`src/rtl/cordic_phase_sweep.sv`:
```
`timescale 1ns/1ps
`default_nettype none
// ============================================================================
//  Module      : cordic_phase_sweep
//  Description : Angle sweep generator feeding a 31-stage pipelined CORDIC.
//                Issues num_samples Q4.28 angles (one per clock) advancing by
//                a fixed step and wrapping into [0, 2*pi). A valid token rides
//                a delay line matched to the CORDIC latency so downstream
//                logic knows which sine/cosine results belong to the sweep.
//                Optional macro CORDIC_SWEEP_START_PHASE_EN adds a
//                start_phase input that seeds the first angle.
//  Revision    : 1.0  initial release
// ============================================================================
module cordic_phase_sweep #(
   parameter int WIDTH     = 32,
   parameter int FPSHIFT   = 28,
   parameter int LATENCY   = 32,
   parameter int CNTW      = 16,
   parameter int TWO_PI_FP = 1686629713
) (
   input  logic             clk,
   input  logic             rst,
   input  logic             start,
   input  logic             stop,
   input  logic [WIDTH-1:0] step,
   input  logic [CNTW-1:0]  num_samples,
`ifdef CORDIC_SWEEP_START_PHASE_EN
   input  logic [WIDTH-1:0] start_phase,
`endif
   output logic [WIDTH-1:0] angle,
   output logic             angle_valid,
   output logic             out_valid,
   output logic [CNTW-1:0]  sample_idx,
   output logic             busy,
   output logic             done,
   output logic             err
);

   typedef enum logic [1:0] {
      S_IDLE  = 2'd0,
      S_RUN   = 2'd1,
      S_DRAIN = 2'd2
   } state_t;

   localparam logic [WIDTH:0]     c_TWO_PI    = (WIDTH+1)'(TWO_PI_FP);
   localparam logic [WIDTH-1:0]   c_TWO_PI_W  = c_TWO_PI[WIDTH-1:0];
   localparam logic [CNTW-1:0]    c_ONE       = CNTW'(1);
   localparam logic [LATENCY-1:0] c_TAIL_ONLY = {1'b1, {(LATENCY-1){1'b0}}};

   // Parameter sanity: the fraction must fit inside the word, and the
   // tail-only detection of the delay line needs at least two stages.
   if (FPSHIFT >= WIDTH) begin : g_bad_fpshift
      $error("cordic_phase_sweep: FPSHIFT must be smaller than WIDTH");
   end
   if (LATENCY < 2) begin : g_bad_latency
      $error("cordic_phase_sweep: LATENCY must be at least 2");
   end

   state_t             r_state;
   logic [WIDTH-1:0]   r_angle;
   logic [WIDTH-1:0]   r_step;
   logic [CNTW-1:0]    r_num;
   logic [CNTW-1:0]    r_idx;
   logic               r_done;
   logic               r_err;
   logic [LATENCY-1:0] r_dly;

   logic               w_issue;
   logic [LATENCY-1:0] w_dly_next;
   logic [WIDTH:0]     w_sum;
   logic               w_wrap;
   logic [WIDTH-1:0]   w_phase_next;
   logic               w_last;
   logic               w_start_bad;
   logic [WIDTH-1:0]   w_first_angle;

   // A RUN cycle issues its sample unless stop is raised in that same cycle,
   // so the issue strobe is the one output that is not purely registered.
   assign w_issue    = (r_state == S_RUN) && !stop;
   assign w_dly_next = {r_dly[LATENCY-2:0], w_issue};

   // Phase accumulate in WIDTH+1 bits; both operands are below 2*pi, so a
   // single conditional subtraction keeps the result in [0, 2*pi). The low
   // WIDTH bits of the modular difference equal the true wrapped value.
   assign w_sum        = {1'b0, r_angle} + {1'b0, r_step};
   assign w_wrap       = (w_sum >= c_TWO_PI);
   assign w_phase_next = w_wrap ? (r_angle + r_step - c_TWO_PI_W)
                                : (r_angle + r_step);

   assign w_last = (r_idx == (r_num - c_ONE));

`ifdef CORDIC_SWEEP_START_PHASE_EN
   assign w_start_bad   = ({1'b0, step} >= c_TWO_PI) ||
                          ({1'b0, start_phase} >= c_TWO_PI);
   assign w_first_angle = start_phase;
`else
   assign w_start_bad   = ({1'b0, step} >= c_TWO_PI);
   assign w_first_angle = '0;
`endif

   // Valid token delay line matched to the CORDIC pipeline depth.
   always_ff @(posedge clk or posedge rst) begin
      if (rst) begin
         r_dly <= '0;
      end else begin
         r_dly <= w_dly_next;
      end
   end

   // Sweep control: start acceptance, phase accumulation, drain and done.
   always_ff @(posedge clk or posedge rst) begin
      if (rst) begin
         r_state <= S_IDLE;
         r_angle <= '0;
         r_step  <= '0;
         r_num   <= '0;
         r_idx   <= '0;
         r_done  <= 1'b0;
         r_err   <= 1'b0;
      end else begin
         r_done <= 1'b0;
         r_err  <= 1'b0;
         case (r_state)
            S_IDLE: begin
               if (start) begin
                  if (w_start_bad) begin
                     r_err <= 1'b1;
                  end else if (num_samples == '0) begin
                     r_done <= 1'b1;
                  end else begin
                     r_step  <= step;
                     r_num   <= num_samples;
                     r_angle <= w_first_angle;
                     r_idx   <= '0;
                     r_state <= S_RUN;
                  end
               end
            end
            S_RUN: begin
               if (stop) begin
                  // Nothing in flight means nothing will ever emerge, so
                  // completion is flagged on entry to DRAIN.
                  r_state <= S_DRAIN;
                  if (w_dly_next == '0) begin
                     r_done <= 1'b1;
                  end
               end else if (w_last) begin
                  r_state <= S_DRAIN;
               end else begin
                  r_angle <= w_phase_next;
                  r_idx   <= r_idx + c_ONE;
               end
            end
            S_DRAIN: begin
               // Done lines up with the final token reaching the tail.
               if (w_dly_next == c_TAIL_ONLY) begin
                  r_done <= 1'b1;
               end
               if (r_dly[LATENCY-2:0] == '0) begin
                  r_state <= S_IDLE;
               end
            end
            default: begin
               r_state <= S_IDLE;
            end
         endcase
      end
   end

   assign angle       = r_angle;
   assign angle_valid = w_issue;
   assign out_valid   = r_dly[LATENCY-1];
   assign sample_idx  = r_idx;
   assign busy        = (r_state != S_IDLE);
   assign done        = r_done;
   assign err         = r_err;

endmodule
`default_nettype wire

```
`config.mk`:
```
export PLATFORM = sky130hd
export DESIGN_NAME = cordic_phase_sweep
export DESIGN_NICKNAME = d
export VERILOG_FILES = /design/src/rtl/cordic_phase_sweep.sv
export SDC_FILE = /design/constraint.sdc
export NUM_CORES = 1
export LEC_CHECK = 0
export CORE_ASPECT_RATIO = 0.7
export CORE_MARGIN = 2
export CORE_UTILIZATION = 35
export DETAILED_ROUTE_END_ITERATION = 8
export DONT_BUFFER_PORTS = 1
export PLACE_DENSITY = 0.47
export SLEW_MARGIN = 20
export SYNTH_ARGS = -nofsm -noshare
export SYNTH_HDL_FRONTEND = slang
export SYNTH_SLANG_ARGS = --single-unit
export TNS_END_PERCENT = 1
```
`constraint.sdc`:
```
create_clock -name clk -period 8.1 [get_ports clk]
set_input_delay 2.025 -clock clk [delete_from_list [all_inputs] [get_ports clk]]
set_output_delay 2.025 -clock clk [all_outputs]
set_load 0.01 [all_outputs]
```
# --- Word level (Yosys, flattened, before mapping) ---
# Index checks and enable logic that the tools add are counted.
word_totals:
  ff_bits: 132
  elab_cells: 69
  output_inout_bits: 53
op_classes:
  reduce_logical: 11
  add_sub_neg: 5
  n_lt_le_gt_ge: 2
  n_eq_ne: 11
  n_mux: 30
  bitwise: 2
ops:
  columns: ["cell", "count"]
  rows:
  - ["two-way mux 32 bit", 6]
  - ["two-way mux 16 bit", 5]
  - ["one-hot mux 32 bit (2 select lines)", 1]
  - ["adder 32 x 32 -> 33 bit", 1]
  - ["greater-or-equal comparator 33 x 31 -> 1 bit, second input constant", 1]
  - ["adder 32 bit", 1]
  - ["== test 32 bit, second input constant", 1]
  - ["greater-or-equal comparator 32 x 31 -> 1 bit, second input constant", 1]
  - ["logical NOT 32 bit", 1]
  - ["one-hot mux 16 bit (2 select lines)", 1]
  - ["subtractor 32 x 31 -> 32 bit, second input constant", 1]
  - ["logical NOT 31 bit", 1]
  - ["adder 16 x 1 -> 16 bit, second input constant", 1]
  - ["== test 16 bit", 1]
  - ["logical NOT 16 bit", 1]
  - ["subtractor 16 x 1 -> 16 bit, second input constant", 1]
  - ["two-way mux 2 bit", 6]
  - ["!= test 2 bit, second input constant", 6]
  - ["two-way mux 1 bit", 9]
  - ["one-hot mux 2 bit (3 select lines)", 1]
  - ["AND reduction 6 bit", 1]
  - ["AND reduction 5 bit", 1]
  - ["AND reduction 4 bit", 1]
  - ["nonzero test 2 bit", 2]
  - ["8 further kinds", 9]

# --- Logic depth before layout (Yosys ltp) ---
logic_depth:
  ltp_word: 6
  ltp_mapped: 15
  depth_no_buf: 14

# --- Least setup slack after synthesis ---
# No wires, ideal clock.
synth_timing:
  kind: "input port to flip-flop"
  startpoint: "input port step[19]"
  endpoint: "register r_angle[17] (netlist: angle[17])"
  stages: 12
  arrival_time_ns: 4.909
  path_slack_ns: 3.122
  setup_ns: 0.069
  cell_sequence: "or4_1 -> a211o_1 -> a211oi_1 -> nor2_1 -> a311oi_1 -> nand2_1 -> a211o_1 -> clkbuf_1 -> or2_1 -> clkbuf_1 -> or4_1 -> nand3_1"
synth_via:
  elab_chain_len: 3
synth_rtl:
  columns: ["item", "line", "text"]
  rows:
  - ["from (decl)", "25", "input logic [WIDTH-1:0] step,"]
  - ["greater-or-equal comparator 32 x 31 -> 1 bit", "97", "assign w_start_bad = ({1'b0, step} >= c_TWO_PI);"]
  - ["!= test 2 bit (no line)", null, null]
  - ["AND reduction 6 bit (no line)", null, null]
  - ["to (signal assigned)", "133", "r_angle <= w_first_angle;"]
  - ["to (signal assigned)", "150", "r_angle <= w_phase_next;"]
  - ["to (decl)", "60", "logic [WIDTH-1:0] r_angle;"]
# Every way passes these cells.
# A chain may end at the register's enable or synchronous reset.

# --- Worst setup path after layout ---
layout_timing:
  startpoint: "register r_angle[0] (netlist: angle[0])"
  endpoint: "register r_angle[5] (netlist: angle[5])"
layout_via:
  elab_chain_len: 6
  elab_cells_between_ends: 8
  cone_classes: "add/sub (3); order compare (1); mux (4)"
layout_rtl:
  columns: ["item", "line", "text"]
  rows:
  - ["adder 32 bit / adder 32 x 32 -> 33 bit (equally long branches)", "87, 88, 85", null]
  - ["subtractor 32 x 31 -> 32 bit / greater-or-equal comparator 33 x 31 -> 1 bit (equally long branches)", "87, 86", null]
  - ["two-way mux 32 bit (*)", "87", "assign w_phase_next = w_wrap ? (r_angle + r_step - c_TWO_PI_W)"]
  - ["two-way mux 32 bit (*)", "147", "end else if (w_last) begin"]
  - ["two-way mux 32 bit (*)", "140", "if (stop) begin"]
  - ["one-hot mux 32 bit (2 select lines) (*)", "123", "case (r_state)"]
# Every way passes the cells marked *; elsewhere a longest branch is shown, timed or not. The select of a mux whose other input is x is not followed.

==> metrics.cfg <==
[sta]
relSlewSlack=0.261
tightest_slew_ps=1100
setup_viol_count_final=0
setup_tns_ps=0
finClkSkew_ps=14.3
post-route-min-period_ps=5630
fmax_mhz=178
finalHoldViolCount=0
fin_crit_sh=0.695
rsz0062_at_grt=false
slew_viol_final=0

[global_route]
grt_antenna_before_repair=0
grt.total_usage=0.204
grt_pass1_vias=6736
grt_overflow_total=0
grt_max_degree=76
grt_pass1_wl_um=40600

[setup_path]
ff2ff_path_depth=13
r2r-end=angle[5]
rrSetupSlack_ps=2470
cpLargestDelayFamily=compound AO/OA/AOI/OAI gates
worstSetupPathType=register to register
r2r_start=angle[0]
max_stage_delay_ps=740
path_max_fanout=23
cpMaxStageDelayCell=a31oi_4
start_kind=register
crit_start=angle[0]
path_buf_inv=0
critical_path_arrival_ps=5990
required_ps=8460
path_cells=ha_1 > fa_1 > a21o_1 > a221oi_2 > nor4_1 > or4b_1 > nand3b_1 > o311ai_0 > a221o_1 > a31oi_4 > a21oi_1 > or3_1 > nand3_1
endpoint_kind=register

[detailed_routing]
final_antenna_net_count=0
wl_um=26000
vias_per_cell=5.75
route.vias.total=7179
firstDrtPassIters=5
drt-initial-drc-count=516
routedWlPerCell_um=20.9
drc=0

[die]
die_area_um2=26300
die_x_um=193
start_util=0.356
rows=48
die_h_um=136
io_pins=105
core-area_um2=24600

[logic_synthesis]
syn_area_per_cell_um2=9.41
synth_area_um2=8760
synth_ff_type=dfrtp_1
yosysWarnings=0
yosysUniqueCellTypes=84
synth_edf_count=0
syn_nets=1020
syn_inst=931
synth-seq-area-share=0.377
synthArstFlopShare=1.00
synth_seq_cells=132

[place]
place.gp.congestion=0.829
numPortBuffers=0
dp_hpwl_um=19700
dpl_cell_area_um2=9050

[run_status]
outcome=finished, final reports clean

[clock_tree]
path_clk_slew_ps=60
cts-buffers-inserted=17
cts_setup_buffers=0
post_cts_resize_count=0
cts.path.max_buffers=2
cts_tree=done
cts_root_buffer=clkbuf_16
cts.htree.levels=4
clock_latency_ps=430
cts.sinks=132
cts-hold-fix-buffers=0

[cells_and_area]
final_core_util=0.393
nets=1000
final_design_area_no_fill_um2=9670
area_delta_synth_final_pct=10.3
n_antenna_cell=0
fill_cells=2513
drive_above_1_share=0.127

[min_path]
hp-start=r_dly[28]
hold_class=register to register
min_delay_path_depth=0
whs_endpoint=r_dly[29]

[pwr]
finalPower_w=0.00470
vdd_drop_max_v=0.000207
leakage_nw=4.00
power_density_nw_per_um2=486

[flow_run]
cap_violations=0

-- placed cells by master (no fill, tap or decap), types with 21 or more instances in the layout --
cell,instances
inv_1,21
nand3_1,42
a21oi_1,47
o21ai_0,53
ha_1,36
a211oi_1,25
dfrtp_1,132
nand2_1,80
nor2_1,55
nand4_1,24
xor2_1,28
xnor2_1,45
mux2_2,46
-- final cells by class --
cell class                      count  area [um2]  share of cell area
Multi-Input combinational cell    730        5180               0.536
Sequential cell                   132        3300               0.342
Clock buffer                       17         425              0.0440
Tap cell                          325         407              0.0421
Clock inverter                     15         193              0.0199
Inverter                           22        87.6             0.00906
Timing Repair Buffer                8        72.6             0.00751
-- stage by stage --
step / hold WS [ps] / instances / setup slack (ps)
6_report: 372 / 1249 / 2470
5_1_grt: 373 / 1249 / 2120
4_1_cts: 369 / 1249 / 2510
3_5_place_dp: 360 / 1217 / 2100
3_3_place_gp: 358 / 1217 / 2210
2_1_floorplan: 354 / 931 / 2550
-- power by group --
group	total (W)	internal, W	leakage [nW]	switching, W
Clock	0.000828	0.000494	0.302	0.000335
Combinational	0.00276	0.00104	1.98	0.00173
Sequential	0.00111	0.000874	1.71	0.000234
Total	0.00470	0.00241	4.00	0.00229
-- kinds of logic (layout without fill, tap and decap cells) --
logic type	count (synthesis)	after routing	share of synthesized area
compound gates	249	249	0.205
fa+ha+maj	37	37	0.0537
xor+xnor	73	73	0.0730
simple gates	318	318	0.191
flops	132	132	0.377
mux	53	53	0.0671
buf+inv	69	62	0.0334
-- how the worst max path moves through the flow --
stage | to | cells after the start | slack (ps)
finish | angle[5] | 13 | 2470
global route | angle[5] | 13 | 2120
CTS | angle[5] | 13 | 2510
detailed placement | angle[22] | 12 | 2100
global placement | angle[22] | 12 | 2210
floorplan | angle[0] | 1 | 2550
-- state kept, by name, summed over array words and instances, names as in the netlist --
signal      count
done            1
err             1
r_dly          32
r_state         2
angle          32
r_num          16
sample_idx     16
r_step         32
-- synthesized netlist by cell type, types with 7 or more instances --
cell / n / share of area
o21a_1: 8 / 0.0069
nor3_1: 20 / 0.011
a211oi_1: 25 / 0.021
nand2_1: 80 / 0.034
mux2i_1: 7 / 0.0080
o21ai_1: 10 / 0.0057
o21ai_0: 53 / 0.030
and3_1: 9 / 0.0064
nor2b_1: 10 / 0.0071
nor4_1: 20 / 0.014
clkbuf_1: 35 / 0.015
xor2_1: 28 / 0.028
o211ai_1: 9 / 0.0077
or3_1: 9 / 0.0064
nand4_1: 24 / 0.017
dfrtp_1: 132 / 0.38
a21o_1: 14 / 0.012
a21oi_1: 48 / 0.027
mux2_2: 46 / 0.059
ha_1: 36 / 0.051
nand3_1: 42 / 0.024
inv_1: 22 / 0.0094
and2_1: 8 / 0.0057
xnor2_1: 45 / 0.045
nor2_1: 55 / 0.024
-- per-layer routing --
metal / GRT usage / part of all wire / vias to the layer above
li1: - / - / 3475
met1: 0.330 / 0.54 / 3520
met2: 0.265 / 0.39 / 172
met3: 0.0485 / 0.064 / 12
met4: 0.0408 / 0.0080 / 0
met5: 0 / 0 / -
Power figures use the tool's default switching activity.
